--- config.mk ---
export PLATFORM = sky130hd
export DESIGN_NAME = dmux_1to4_reg
export DESIGN_NICKNAME = d
export VERILOG_FILES = /design/src/rtl/dmux_pkg.sv /design/src/rtl/dmux_slot.sv /design/src/rtl/dmux_1to4_reg.sv
export SDC_FILE = /design/constraint.sdc
export NUM_CORES = 1
export LEC_CHECK = 0
export ABC_CLOCK_PERIOD_IN_PS = 2740
export CORE_UTILIZATION = 47
export CTS_BUF_LIST = sky130_fd_sc_hd__clkbuf_8
export CTS_CLUSTER_DIAMETER = 100
export DETAILED_ROUTE_END_ITERATION = 8
export PLACE_DENSITY = 0.8
export SYNTH_ARGS = -nofsm -noshare
export SYNTH_HDL_FRONTEND = slang
export SYNTH_SLANG_ARGS = --single-unit
--- constraint.sdc ---
create_clock -name clk -period 2.74 [get_ports clk]
set_clock_uncertainty 0.15 [all_clocks]
set_input_delay 0.411 -clock clk [delete_from_list [all_inputs] [get_ports clk]]
set_output_delay 0.411 -clock clk [all_outputs]
set_load 0.005 [all_outputs]
--- src/rtl/dmux_pkg.sv ---
// Shared definitions for the 1-to-4 dispatch demux and its 4:1 operand-mux counterpart.
package dmux_pkg;

   localparam int WIDTH_DEFAULT = 16;
   localparam int NUM_DEST      = 4;

   typedef logic [1:0] sel_t;

   // Destination encodings, shared with the operand-mux select logic.
   localparam sel_t SEL_OUT1 = 2'b00;
   localparam sel_t SEL_OUT2 = 2'b01;
   localparam sel_t SEL_OUT3 = 2'b10;
   localparam sel_t SEL_OUT4 = 2'b11;

   // One-hot destination decode of a select value.
   function automatic logic [NUM_DEST-1:0] sel_decode(input sel_t sel);
      logic [NUM_DEST-1:0] onehot;
      onehot = '0;
      case (sel)
         SEL_OUT1: onehot = 4'b0001;
         SEL_OUT2: onehot = 4'b0010;
         SEL_OUT3: onehot = 4'b0100;
         SEL_OUT4: onehot = 4'b1000;
         default:  onehot = '0;
      endcase
      return onehot;
   endfunction

endpackage

--- src/rtl/dmux_slot.sv ---
// One-entry holding buffer for a single destination: data register plus full flag.
// A fill in the same cycle as a drain reloads the slot with no bubble; the
// data register is never cleared by a drain, only overwritten by the next fill.
module dmux_slot
   import dmux_pkg::*;
#(
   parameter int WIDTH = WIDTH_DEFAULT
) (
   input  logic             clk,
   input  logic             rst_n,
   input  logic             fill,
   input  logic [WIDTH-1:0] fill_data,
   input  logic             take,
   output logic [WIDTH-1:0] data,
   output logic             full
);

   logic drain;

   // A take request only counts while the slot actually holds a word.
   assign drain = full & take;

   // Slot state: fill has priority over drain so a same-cycle refill keeps full set.
   always_ff @(posedge clk) begin
      if (!rst_n) begin
         data <= '0;
         full <= 1'b0;
      end else begin
         if (fill) begin
            data <= fill_data;
            full <= 1'b1;
         end else if (drain) begin
            full <= 1'b0;
         end
      end
   end

endmodule

--- src/rtl/dmux_1to4_reg.sv ---
// Registered 1-to-4 demultiplexer: dispatches one producer word to one of four
// consumers, each behind its own one-entry slot with valid/ready handshake.
// Only the addressed slot can back-pressure the producer.
module dmux_1to4_reg
   import dmux_pkg::*;
#(
   parameter int WIDTH = WIDTH_DEFAULT,
   parameter int CNT_W = 16
) (
   input  logic             clk,
   input  logic             rst_n,
   input  logic [WIDTH-1:0] in_data,
   input  logic [1:0]       in_sel,
   input  logic             in_valid,
   output logic             in_ready,
   output logic [WIDTH-1:0] out1,
   output logic [WIDTH-1:0] out2,
   output logic [WIDTH-1:0] out3,
   output logic [WIDTH-1:0] out4,
   output logic [3:0]       out_valid,
   input  logic [3:0]       out_ready,
   output logic [CNT_W-1:0] xfer_cnt
);

   sel_t                sel;
   logic [NUM_DEST-1:0] sel_onehot;
   logic [NUM_DEST-1:0] full;
   logic [NUM_DEST-1:0] fill_vec;
   logic                accept;
   logic [WIDTH-1:0]    slot_data [NUM_DEST];

   assign sel        = sel_t'(in_sel);
   assign sel_onehot = sel_decode(sel);

   // The addressed slot can take a word if it is empty or being drained this cycle.
   assign in_ready = ~full[sel] | out_ready[sel];
   assign accept   = in_valid & in_ready;

   // Steer the accept strobe to the addressed slot only.
   always_comb begin
      fill_vec = '0;
      if (accept) begin
         fill_vec = sel_onehot;
      end
   end

   for (genvar i = 0; i < NUM_DEST; i++) begin : g_slot
      dmux_slot #(
         .WIDTH (WIDTH)
      ) u_slot (
         .clk       (clk),
         .rst_n     (rst_n),
         .fill      (fill_vec[i]),
         .fill_data (in_data),
         .take      (out_ready[i]),
         .data      (slot_data[i]),
         .full      (full[i])
      );
   end

   assign out_valid = full;
   assign out1      = slot_data[0];
   assign out2      = slot_data[1];
   assign out3      = slot_data[2];
   assign out4      = slot_data[3];

   // Accepted-word counter, wraps naturally at 2^CNT_W.
   always_ff @(posedge clk) begin
      if (!rst_n) begin
         xfer_cnt <= '0;
      end else if (accept) begin
         xfer_cnt <= xfer_cnt + CNT_W'(1);
      end
   end

endmodule

==> metrics.md, run 1 <==
| Metric | Value |
|---|---|
| Finished Core Util | `0.707` |
| Failing checks | `DRC` |
| Min Tclk post-route | `approximately 2700 ps` |
| XOR/XNOR Fraction of Synth Area | `0` |
| Via count | `roughly 3.2k` |
| Fmax | `~0.38 GHz` |
| Row count | `29` |
| Critical path's top delay family | `buffers and inverters` |
| Gate Count Post-Synth | `slightly above 400` |
| Die Y | `84.7 um` |
| DRC viols | `5` |
| Endpoints failing hold | `0` |
| Final net count | `529` |
| Worst Tran Pin Value | `772 ps` |
| Yosys warning total | `0` |
| Maximum vdd drop | `around 440 uV` |
| Pwr/cell area | `539 mW/mm2` |
| Yosys cell types | `26` |
| # setup viols final | `0` |
| Total negative slack | `0 ps` |
| RSZ-0062 raised after global routing | `false` |
| DP Wirelength | `6200 um` |
| Post-route setup slack | `~80 ps` |
| CP startpoint kind | `input pin` |
| Top area cells in the synthesized netlist | `dfxtp_1 (52%), nand2_1 (16%), a21oi_1 (13%)` |
| Largest net degree at the start of global routing | `31` |
| CTS tree | `yes` |
| Sink Count | `84` |
| Synth Area in Compound Gates | `0.163` |
| Num CTS Buffers | `9` |
| Sequential-to-total area share from yosys stat | `0.523` |
| DRT iter0 DRCs | `219` |
| Synth cell count leaders | `nand2_1 (135), dfxtp_1 (84), a21oi_1 (83)` |
| Hold Crit Class | `flip-flop to flip-flop` |
| CP required | `2180 ps` |
| Core area | `0.00649 mm2` |
| Routed Antenna Nets | `0` |
| Worst-Skew Late Latency | `approximately 350 ps` |
| Max FO, Critical Path | `3` |
| Crit share post-route | `0.971` |
| Total Power | `2.47 mW` |
| Post-CTS Setup Inserts | `0` |
| Final Routed Wirelength | `approximately 9000 um` |
| Synth Area in Simple Gates | `0.250` |
| N_diodes | `0` |
| Worst setup path class | `input pin to output pin` |
| GR Overflow Total | `0` |
| Syn_area_per_cell | `7.97 um2` |
| Async set or reset register ratio after synthesis | `0` |
| Area Growth Syn to Fin | `42.7%` |
| Wire per inst | `15.4 um` |
| P_leak | `~1.5 nW` |
| Synth Flop Type | `dfxtp_1` |
| Yosys top cell by area | `dfxtp_1` |
| Status | `finished with violations` |
| Max-cap viol count | `0` |
| Drt first pass iters | `9` |
| Post-synthesis mux area share | `0.0101` |
| Cell mode on critical path | `clkdlybuf4s50_1` |
| Number of global-route vias before repair | `between 3k and 4k` |
| Synth top area share | `0.523` |
| CTS Hold Bufs | `0` |
| Flop and latch count out of synthesis | `84` |
| Via density | `between 5 and 6` |
| Tot GR Track Use | `0.262` |
| Full die area | `0.00718 mm2` |
| Share of synthesized cell area in full adder, half adder and majority cells | `0.00389` |
| H-tree depth | `3` |
| Critical path, cell by cell | `clkdlybuf4s50_1 -> nor2b_1 -> mux4_2 -> inv_1 -> clkdlybuf4s50_1` |
| GPL Wtd Cong | `around 0.76` |
| Share of cells above drive strength 1 | `0.0571` |
| Clk slew on worst S/H paths | `80 ps` |
| EDFF count, synth | `0` |
| Largest family of logic cells by synthesized area | `simple AND/OR/NAND/NOR gates` |
| Slew Viols, Final | `0` |
| Crit-path max cell delay | `520 ps` |
| Crit. End Element | `output pin` |
| Crit path buf inv count | `3` |
| Root buffer cell | `clkbuf_8` |
| DIE WIDTH | `84.7 um` |
| Fill count | `roughly 530` |
| CTS Buffer Depth | `2` |
| Most frequent cell after synthesis | `nand2_1` |
| Post-CTS resize count | `0` |
| # IOs | `110` |
| Slowest stage cell, crit path | `clkdlybuf4s50_1` |
| First-pass GRT wire length | `14600 um` |
| Starting Density | `0.495` |
| Post-place setup slack | `87.1 ps` |
| Syn Std Cell Area | `0.00322 mm2` |
| Port buffer count | `109` |
| Post-synth net total | `430` |
| Antenna violations before repair | `0` |
| WP data arrival | `2100 ps` |
| Slew margin rel. | `0.485` |
-- path summary, 6_finish.rpt --
path	startpoint	endpoint	slack, ps	cells past startpoint
worst min-delay path	g_slot[0].u_slot.data[4]$_SDFFE_PN0P_	g_slot[0].u_slot.data[4]$_SDFFE_PN0P_	310	2
worst max register to register	g_slot[1].u_slot.full$_SDFFE_PN0P_	xfer_cnt[11]$_SDFFE_PN0P_	630	5
worst min register to register	g_slot[0].u_slot.data[4]$_SDFFE_PN0P_	g_slot[0].u_slot.data[4]$_SDFFE_PN0P_	310	2
worst max-delay path	out_ready[1]	in_ready	80	5
-- worst reg2reg max path, stage by stage, from the launching register on --
cell     delay [ps]
dfxtp_1         330
nor2b_1         170
mux4_2          480
buf_4           230
or4_1           530
a21oi_1         150
-- cell usage in the layout, fill, tap and decap left out, types with 2 or more instances in the layout --
| master | netlist | routed |
|---|---|---|
| bufinv_16 | 0 | 2 |
| nor2b_1 | 5 | 5 |
| nand4_1 | 3 | 3 |
| dfxtp_1 | 84 | 84 |
| or3_1 | 4 | 4 |
| o41ai_1 | 2 | 2 |
| o21ai_0 | 3 | 3 |
| clkdlybuf4s50_1 | 0 | 109 |
| nand2_1 | 135 | 135 |
| clkbuf_8 | 0 | 9 |
| o31ai_1 | 10 | 10 |
| nand3_1 | 8 | 8 |
| clkinvlp_4 | 0 | 2 |
| or4_1 | 12 | 12 |
| and3_1 | 2 | 2 |
| inv_1 | 6 | 6 |
| buf_4 | 4 | 8 |
| nand2b_1 | 7 | 7 |
| a21oi_1 | 83 | 83 |
| nor3_2 | 0 | 2 |
| and4_1 | 2 | 2 |
| buf_12 | 0 | 2 |
-- power by group --
part,internal (mW),switching (mW),total [mW]
sequential,1.26,0.0202,1.28
clock,0.510,0.441,0.951
combinational,0.128,0.120,0.248
-- stage by stage --
stage	hold slack [ps]	std cells	area [um2]
floorplan	303	404	3220
global placement	291	569	4380
detailed placement	297	569	4380
CTS	308	585	4590
global route	324	585	4590
finish	307	585	4590
-- kinds of logic after synthesis --
| family | Yosys count |
|---|---|
| buffers and inverters | 37 |
| and+or+nand+nor | 182 |
| DFF | 84 |
| adders and majority gates | 1 |
| AOI/OAI and AO/OA | 98 |
| muxes | 2 |
-- area by class of cell --
class                           instances  area, um2  share of cell area
Clock buffer                            9        124              0.0270
Clock inverter                          7       92.6              0.0202
Inverter                                6       22.5             0.00490
Multi-Input combinational cell        283       1380               0.301
Sequential cell                        84       1680               0.366
Tap cell                               77       96.3              0.0210
Timing Repair Buffer                  119       1190               0.259
-- per-layer routing --
metal / vias to the layer above / track usage / routed length (um)
li1: 1556 / - / -
met1: 1508 / 0.324 / 3810
met2: 123 / 0.432 / 4370
met3: 14 / 0.0737 / 697
met4: 0 / 0.102 / 139
met5: - / 0 / 0
-- state kept, by name (all words and copies together), names as in the netlist --
signal / count
g_slot.u_slot.data: 64
g_slot.u_slot.full: 4
xfer_cnt: 16
Note: power is estimated with default switching activity, not from simulation.
==> run 2, diff against run 1 <==
--- a/config.mk
+++ b/config.mk
@@ -8,7 +8,6 @@
 export ABC_CLOCK_PERIOD_IN_PS = 2740
 export CORE_UTILIZATION = 47
 export CTS_BUF_LIST = sky130_fd_sc_hd__clkbuf_8
-export CTS_CLUSTER_DIAMETER = 100
 export DETAILED_ROUTE_END_ITERATION = 8
 export PLACE_DENSITY = 0.8
 export SYNTH_ARGS = -nofsm -noshare
==> results of run 2 <==
Same layout as run 1: the final DEF is identical, and so are final timing and power.
